## src/rtl/fmul_s2_skid.sv

```systemverilog
// Elastic, fully registered hand-off stage between FP multiplier stages 1 and 3 (2-entry skid buffer).
// Optional macro TC_FMUL_S2_FLUSH_EN adds a synchronous flush_i that drops both entries.

`ifndef TC_EXPWIDTH
`define TC_EXPWIDTH 8
`endif
`ifndef TC_PRECISION
`define TC_PRECISION 24
`endif

module fmul_s2_skid #(
   parameter int unsigned EXPWIDTH  = `TC_EXPWIDTH,
   parameter int unsigned PRECISION = `TC_PRECISION
) (
   input  logic                   clk_i,
   input  logic                   rst_ni,
`ifdef TC_FMUL_S2_FLUSH_EN
   input  logic                   flush_i,
`endif
   input  logic                   in_valid_i,
   output logic                   in_ready_o,
   input  logic                   in_special_case_valid_i,
   input  logic                   in_special_case_nan_i,
   input  logic                   in_special_case_inf_i,
   input  logic                   in_special_case_inv_i,
   input  logic                   in_special_case_haszero_i,
   input  logic                   in_early_overflow_i,
   input  logic                   in_may_be_subnormal_i,
   input  logic [2:0]             in_rm_i,
   input  logic                   in_prod_sign_i,
   input  logic [EXPWIDTH:0]      in_shift_amt_i,
   input  logic [EXPWIDTH:0]      in_exp_shifted_i,
   input  logic [2*PRECISION-1:0] prod_i,
   output logic                   out_valid_o,
   input  logic                   out_ready_i,
   output logic                   out_special_case_valid_o,
   output logic                   out_special_case_nan_o,
   output logic                   out_special_case_inf_o,
   output logic                   out_special_case_inv_o,
   output logic                   out_special_case_haszero_o,
   output logic                   out_early_overflow_o,
   output logic                   out_may_be_subnormal_o,
   output logic [2:0]             out_rm_o,
   output logic                   out_prod_sign_o,
   output logic [EXPWIDTH:0]      out_shift_amt_o,
   output logic [EXPWIDTH:0]      out_exp_shifted_o,
   output logic [2*PRECISION-1:0] prod_o,
   output logic [1:0]             occ_o
);

   localparam int unsigned EW = EXPWIDTH + 1;
   localparam int unsigned PW = 2 * PRECISION;

   typedef struct packed {
      logic          sc_valid;
      logic          sc_nan;
      logic          sc_inf;
      logic          sc_inv;
      logic          sc_haszero;
      logic          early_ovf;
      logic          may_subn;
      logic [2:0]    rm;
      logic          sign;
      logic [EW-1:0] shift_amt;
      logic [EW-1:0] exp_shifted;
      logic [PW-1:0] prod;
   } bundle_t;

   // State encoding equals occupancy so occ_o comes straight from the state flops.
   typedef enum logic [1:0] {
      ST_EMPTY = 2'd0,
      ST_ONE   = 2'd1,
      ST_FULL  = 2'd2
   } state_t;

   state_t  r_state, w_state_nxt;
   logic    r_in_ready, r_out_valid;
   bundle_t r_main, r_skid;
   bundle_t w_in;
   logic    w_in_fire, w_out_fire, w_flush;
   logic    w_ld_main_in, w_ld_main_skid, w_ld_skid;

   assign w_in = '{
      sc_valid:    in_special_case_valid_i,
      sc_nan:      in_special_case_nan_i,
      sc_inf:      in_special_case_inf_i,
      sc_inv:      in_special_case_inv_i,
      sc_haszero:  in_special_case_haszero_i,
      early_ovf:   in_early_overflow_i,
      may_subn:    in_may_be_subnormal_i,
      rm:          in_rm_i,
      sign:        in_prod_sign_i,
      shift_amt:   in_shift_amt_i,
      exp_shifted: in_exp_shifted_i,
      prod:        prod_i
   };

`ifdef TC_FMUL_S2_FLUSH_EN
   assign w_flush = flush_i;
`else
   assign w_flush = 1'b0;
`endif

   assign w_in_fire  = in_valid_i & r_in_ready;
   assign w_out_fire = r_out_valid & out_ready_i;

   // Next state and payload load strobes; flush overrides everything.
   always_comb begin
      w_state_nxt    = r_state;
      w_ld_main_in   = 1'b0;
      w_ld_main_skid = 1'b0;
      w_ld_skid      = 1'b0;
      case (r_state)
         ST_EMPTY: begin
            if (w_in_fire) begin
               w_ld_main_in = 1'b1;
               w_state_nxt  = ST_ONE;
            end
         end
         ST_ONE: begin
            if (w_in_fire && w_out_fire) begin
               w_ld_main_in = 1'b1;
            end else if (w_in_fire) begin
               w_ld_skid   = 1'b1;
               w_state_nxt = ST_FULL;
            end else if (w_out_fire) begin
               w_state_nxt = ST_EMPTY;
            end
         end
         ST_FULL: begin
            if (w_out_fire) begin
               w_ld_main_skid = 1'b1;
               w_state_nxt    = ST_ONE;
            end
         end
         default: w_state_nxt = ST_EMPTY;
      endcase
      if (w_flush) begin
         w_state_nxt    = ST_EMPTY;
         w_ld_main_in   = 1'b0;
         w_ld_main_skid = 1'b0;
         w_ld_skid      = 1'b0;
      end
   end

   always_ff @(posedge clk_i or negedge rst_ni) begin
      if (!rst_ni) begin
         r_state     <= ST_EMPTY;
         r_in_ready  <= 1'b1;
         r_out_valid <= 1'b0;
      end else begin
         r_state     <= w_state_nxt;
         r_in_ready  <= (w_state_nxt != ST_FULL);
         r_out_valid <= (w_state_nxt != ST_EMPTY);
      end
   end

   // Payload registers load only on capture.
   always_ff @(posedge clk_i or negedge rst_ni) begin
      if (!rst_ni) begin
         r_main <= '0;
         r_skid <= '0;
      end else begin
         if (w_ld_main_in)        r_main <= w_in;
         else if (w_ld_main_skid) r_main <= r_skid;
         if (w_ld_skid)           r_skid <= w_in;
      end
   end

   assign in_ready_o                 = r_in_ready;
   assign out_valid_o                = r_out_valid;
   assign occ_o                      = 2'(r_state);
   assign out_special_case_valid_o   = r_main.sc_valid;
   assign out_special_case_nan_o     = r_main.sc_nan;
   assign out_special_case_inf_o     = r_main.sc_inf;
   assign out_special_case_inv_o     = r_main.sc_inv;
   assign out_special_case_haszero_o = r_main.sc_haszero;
   assign out_early_overflow_o       = r_main.early_ovf;
   assign out_may_be_subnormal_o     = r_main.may_subn;
   assign out_rm_o                   = r_main.rm;
   assign out_prod_sign_o            = r_main.sign;
   assign out_shift_amt_o            = r_main.shift_amt;
   assign out_exp_shifted_o          = r_main.exp_shifted;
   assign prod_o                     = r_main.prod;

endmodule

```

## config.mk

```make
export PLATFORM = sky130hd
export DESIGN_NAME = fmul_s2_skid
export DESIGN_NICKNAME = d
export VERILOG_FILES = /design/src/rtl/fmul_s2_skid.sv
export SDC_FILE = /design/constraint.sdc
export NUM_CORES = 1
export LEC_CHECK = 0
export ABC_CLOCK_PERIOD_IN_PS = 2000
export BUFFER_PORTS_ARGS = -buffer_cell sky130_fd_sc_hd__clkbuf_2
export CAP_MARGIN = 0
export CORE_MARGIN = 2
export CORE_UTILIZATION = 50
export CTS_CLUSTER_SIZE = 20
export DETAILED_ROUTE_END_ITERATION = 6
export PLACE_DENSITY = 0.76
export SYNTH_ARGS = -nofsm -noshare
export SYNTH_HDL_FRONTEND = slang
export SYNTH_SLANG_ARGS = --single-unit
```

## constraint.sdc

```tcl
create_clock -name clk_i -period 2 [get_ports clk_i]
set_input_delay 0 -clock clk_i [delete_from_list [all_inputs] [get_ports clk_i]]
set_output_delay 0 -clock clk_i [all_outputs]
set_load 0.05 [all_outputs]
```

* Yosys cells after proc, flatten, opt, wreduce, memory -nomap -nowiden *
Cells that the tools add are included.

cells by class
  bitwise operators = 2
  reductions and logical operators = 4
  muxes and demuxes = 15
  eq/ne operators = 3

operators by type and width
  kind                                                              count
  77-bit 2-to-1 mux                                                 2
  2-bit 2-to-1 mux                                                  5
  1-bit 2-to-1 mux                                                  6
  2-bit one-hot mux with 3 select lines                             1
  2-bit nonzero test                                                2
  1-bit bitwise AND                                                 2
  2-bit by 1-bit == test with 1-bit output (second input constant)  1
  2-bit == test (second input constant)                             1
  2-bit logical NOT                                                 1
  2-bit != test (second input constant)                             1
  1-bit one-hot mux with 2 select lines                             1
  1-bit logical AND                                                 1

storage, ports and cells
  word-level logic and storage cells = 51
  register bits after elaboration = 158
  input port bits = 81
  output and inout bits = 81

* Longest topological paths before layout *
  word-level depth = 6
  depth in mapped cells = 6
  gate-level depth less buffers = 3

* Worst setup path before layout *
No wires, ideal clock.

  kind = reg-to-reg
  start point = register r_in_ready (netlist: in_ready_o)
  end point = register r_main, in the netlist prod_o[16]
  library setup time = 126 ps
  setup slack = 80 ps
  required time = 1874 ps
  stages on the path, launching flop included = 6
  data arrival time = 1794 ps
  path buffers = 2
  clock period less this slack = 1920 ps
  cell sequence = dfstp_2 nor4bb_1 a211oi_2 buf_4 buf_4 a221o_1

on the way
  longest elaborated chain between the ends = 5
  elaborated cells between the ends (all ways) = 7
  classes of those cells = 4 x mux; 1 x bitwise; 2 x reduce/logical

ends and longest elaborated chain
  what                                                            RTL line  text
  start: declaration                                              77        logic r_in_ready, r_out_valid;
  start signal: assignment                                        153       r_in_ready <= (w_state_nxt != ST_FULL);
  1-bit bitwise AND *                                             104       assign w_in_fire = in_valid_i & r_in_ready;
  1-bit logical AND                                               121       if (w_in_fire && w_out_fire) begin
  1-bit 2-to-1 mux                                                121
  1-bit one-hot mux with 2 select lines *                         113       case (r_state)
  77-bit 2-to-1 mux / 2-bit nonzero test (equally long branches)  --
  end signal: assignment                                          164       if (w_ld_main_in) r_main <= w_in;
  end signal: assignment                                          165       else if (w_ld_main_skid) r_main <= r_skid;
  end: declaration                                                78        bundle_t r_main, r_skid;

Mark *: on every way between the ends. The rest lies on a longest branch, timed or not.
A chain may end at the register's enable or synchronous reset.

* Final worst setup path *
  start point = register r_in_ready (netlist: in_ready_o)
  end point = register r_main, in the netlist out_exp_shifted_o[2]

The elaborated chain is that of the path after synthesis.

==> results.sh <==
export IMPL_die_h_um=117.1
export IMPL_synth_top_flop_cell="dfrtp_1"
export IMPL_synthXorXnorAreaFrac=0
export IMPL_syn_avg_cell_area_um2=14.51
export IMPL_rrSetupSlack_ps=240
export IMPL_cap_violations=0
export IMPL_antenna_left=0
export IMPL_path_class="register to register"
export IMPL_yosys_area_share_simple=0.08860
export IMPL_cp_slowest_cell="dfstp_2"
export IMPL_critical_path_top_delay_family="flip-flops"
export IMPL_worst_slew_pin_slew_ps=604.8
export IMPL_fmax_mhz=567.9
export IMPL_clk_path_buf_depth=2
export IMPL_place_port_buffers=161
export IMPL_hp_class="primary input to register"
export IMPL_yosysSeqAreaShare=0.6182
export IMPL_cts_tree="yes"
export IMPL_die_x_um=117.1
export IMPL_synth_top_family_by_area="multiplexers"
export IMPL_nNetsFinal=766
export IMPL_tns_ps=0
export IMPL_yosysMostFrequentCell="dfrtp_1"
export IMPL_synth_edf_count=0
export IMPL_io_pins=162
export IMPL_synth_fa_ha_area_frac=0
export IMPL_ys_async_sr_fraction=1.000
export IMPL_power_leakage_nw=4.238
export IMPL_path_clk_slew_ps=60
export IMPL_core_mm2=0.01257
export IMPL_cts_made_buffers=17
export IMPL_initial_utilization=0.5090
export IMPL_num_vias=4678
export IMPL_firstDrtPassIters=4
export IMPL_critPathRequiredTime_ps=2300
export IMPL_yosysUniqueCellTypes=21
export IMPL_ys_ff_latch=158
export IMPL_diodes=0
export IMPL_final_design_area_no_fill_mm2=0.008876
export IMPL_maxSlewViolCount=0
export IMPL_yosysTopAreaCell="dfrtp_1"
export IMPL_synth_nets=522
export IMPL_hold_viol=0
export IMPL_routed_wl_um=14730
export IMPL_cp_max_fo=40
export IMPL_synthesis_area_mm2=0.006397
export IMPL_placed_cell_area_mm2=0.007488
export IMPL_fin_ws_ps=239.2
export IMPL_dpl_hpwl_um=9158
export IMPL_period_share=0.8804
export IMPL_vdd_drop_max_uv=1200
export IMPL_clock_sinks=158
export IMPL_arrival_ps=2060
export IMPL_grt_pass1_wl_um=23430
export IMPL_synthCells=441
export IMPL_setup_violations=0
export IMPL_core_rowCount=41
export IMPL_post_drt_wl_per_cell_um=16.95
export IMPL_yosysWarnings=0
export IMPL_status="finished clean"
export IMPL_grt_pass1_vias=4797
export IMPL_cts_root_buf="clkbuf_16"
export IMPL_drive_gt1_frac=0.4232
export IMPL_placedCellCount=759
export IMPL_cp_start_kind="register"
export IMPL_gp_congestion=0.7159
export IMPL_synth_compound_area_share=0.1263
export IMPL_fin_crit_ps=1761
export IMPL_grt_antenna_before_repair=0
export IMPL_grt_max_degree=68
export IMPL_slowest_delay_ps=550
export IMPL_grt_setup_unrepaired="no"
export IMPL_insertion_delay_ps=420
export IMPL_layoutNonFillerInstCount=869
export IMPL_cellPowerDensity_mw_per_mm2=1810
export IMPL_end_kind="register"
export IMPL_drt_iter0_drc=230
export IMPL_htreeDepth=4
export IMPL_area_growth_pct=38.74
export IMPL_grt_usage=0.2236
export IMPL_synth_commonest_cells="157 x dfrtp_1, 80 x and2_1, 78 x mux2_2"
export IMPL_path_cells="nor4bb_1 -> buf_4 -> a211oi_4 -> buf_12 -> a221o_1"
export IMPL_netlist_area_leader_share=0.6141
export IMPL_fin_util=0.7062
export IMPL_yosys_mux_area_fraction=0.1373
export IMPL_final_setup_skew_ps=5.585
export IMPL_routed_via_density=5.383
export IMPL_synth_area_leaders="dfrtp_1 61%, mux2_2 14%, a221o_1 12%"
export IMPL_dp_slack_ps=237.9
export IMPL_path_buf_inv=2
export IMPL_die_area_mm2=0.01372
export IMPL_grt_overflow_total=0
export IMPL_slew_headroom=0.5968
export IMPL_drcViolationCount=0
-- logic make-up after synthesis --
| family | after synthesis |
|---|---|
| simple gates | 90 |
| compound gates | 82 |
| buf+inv | 33 |
| flops | 158 |
| mux | 78 |
-- per-layer routing --
metal,wire length (um),global-route usage
met5,0,0
met3,949,0.06900
met2,7191,0.3715
met1,6375,0.2789
met4,212,0.07922
-- path summary, 6_finish.rpt --
| path | startpoint | endpoint | cells past startpoint |
|---|---|---|---|
| worst max-delay path | in_ready_o$_DFF_PN1_ | out_exp_shifted_o[2]$_DFFE_PN0P_ | 5 |
| worst min-delay path | in_valid_i | out_valid_o$_DFF_PN0_ | 4 |
| worst max register to register | in_ready_o$_DFF_PN1_ | out_exp_shifted_o[2]$_DFFE_PN0P_ | 5 |
| worst min register to register | r_skid[27]$_DFFE_PN0P_ | r_skid[27]$_DFFE_PN0P_ | 1 |
| max in group asynchronous | rst_ni | in_ready_o$_DFF_PN1_ | 3 |
| min in group asynchronous | rst_ni | out_exp_shifted_o[6]$_DFFE_PN0P_ | 2 |
-- placed cells by master, fill, tap and decap left out, drive strengths merged --
cell,n
and4b,1
clkinv,7
or2,1
nor2b,1
nand2,4
dfstp,1
a21bo,1
mux2,78
a21oi,1
clkinvlp,2
a221o,77
buf,19
dfrtp,157
clkbuf,179
a211oi,1
nor4bb,1
bufinv,3
o21ai,2
nand3,1
and2,80
and3b,1
dlygate4sd3,79
-- registers in the layout, summed over array words and instances (netlist names), 2 cells and up --
name,flops
out_exp_shifted_o,9
prod_o,48
out_rm_o,3
occ_o,2
out_shift_amt_o,9
r_skid,77
-- power breakdown --
group	leakage, nW	switching (mW)	internal, mW
clock network	0.294	1.23	2.01
logic	2.02	4.52	2.67
registers	1.92	0.848	4.80
total	4.24	6.59	9.47
-- final cells by class --
cell class / count / area (um^2)
flip-flops and latches: 158 / 3955
fillers: 819 / 3692
multi-input cells: 250 / 2271
repair buffers: 258 / 1838
clock buffers: 19 / 452.9
well taps: 172 / 215.2
clock inverters: 12 / 143.9
-- through the flow --
step	hold slack [ps]	power (mW)
6_report	28.37	16.07
3_3_place_gp	30.28	12.48
5_1_grt	72.12	16.88
3_5_place_dp	31.67	12.76
2_1_floorplan	-295.6	10.91
4_1_cts	9.240	16.15
-- what timing repair did --
item	in CTS	in global routing
gates resized for setup	0	0
hold buffers	79	0
endpoints found under the hold margin	216	0
buffers inserted	0	0
-- worst min-delay path: cells and delay by family --
family | cells | cell delay (ps)
AO/OA/AOI/OAI | 1 | 130
buffers and inverters | 1 | 100
AND/OR/NAND/NOR | 2 | 180
No activity file was read; power rests on OpenSTA's default activity.
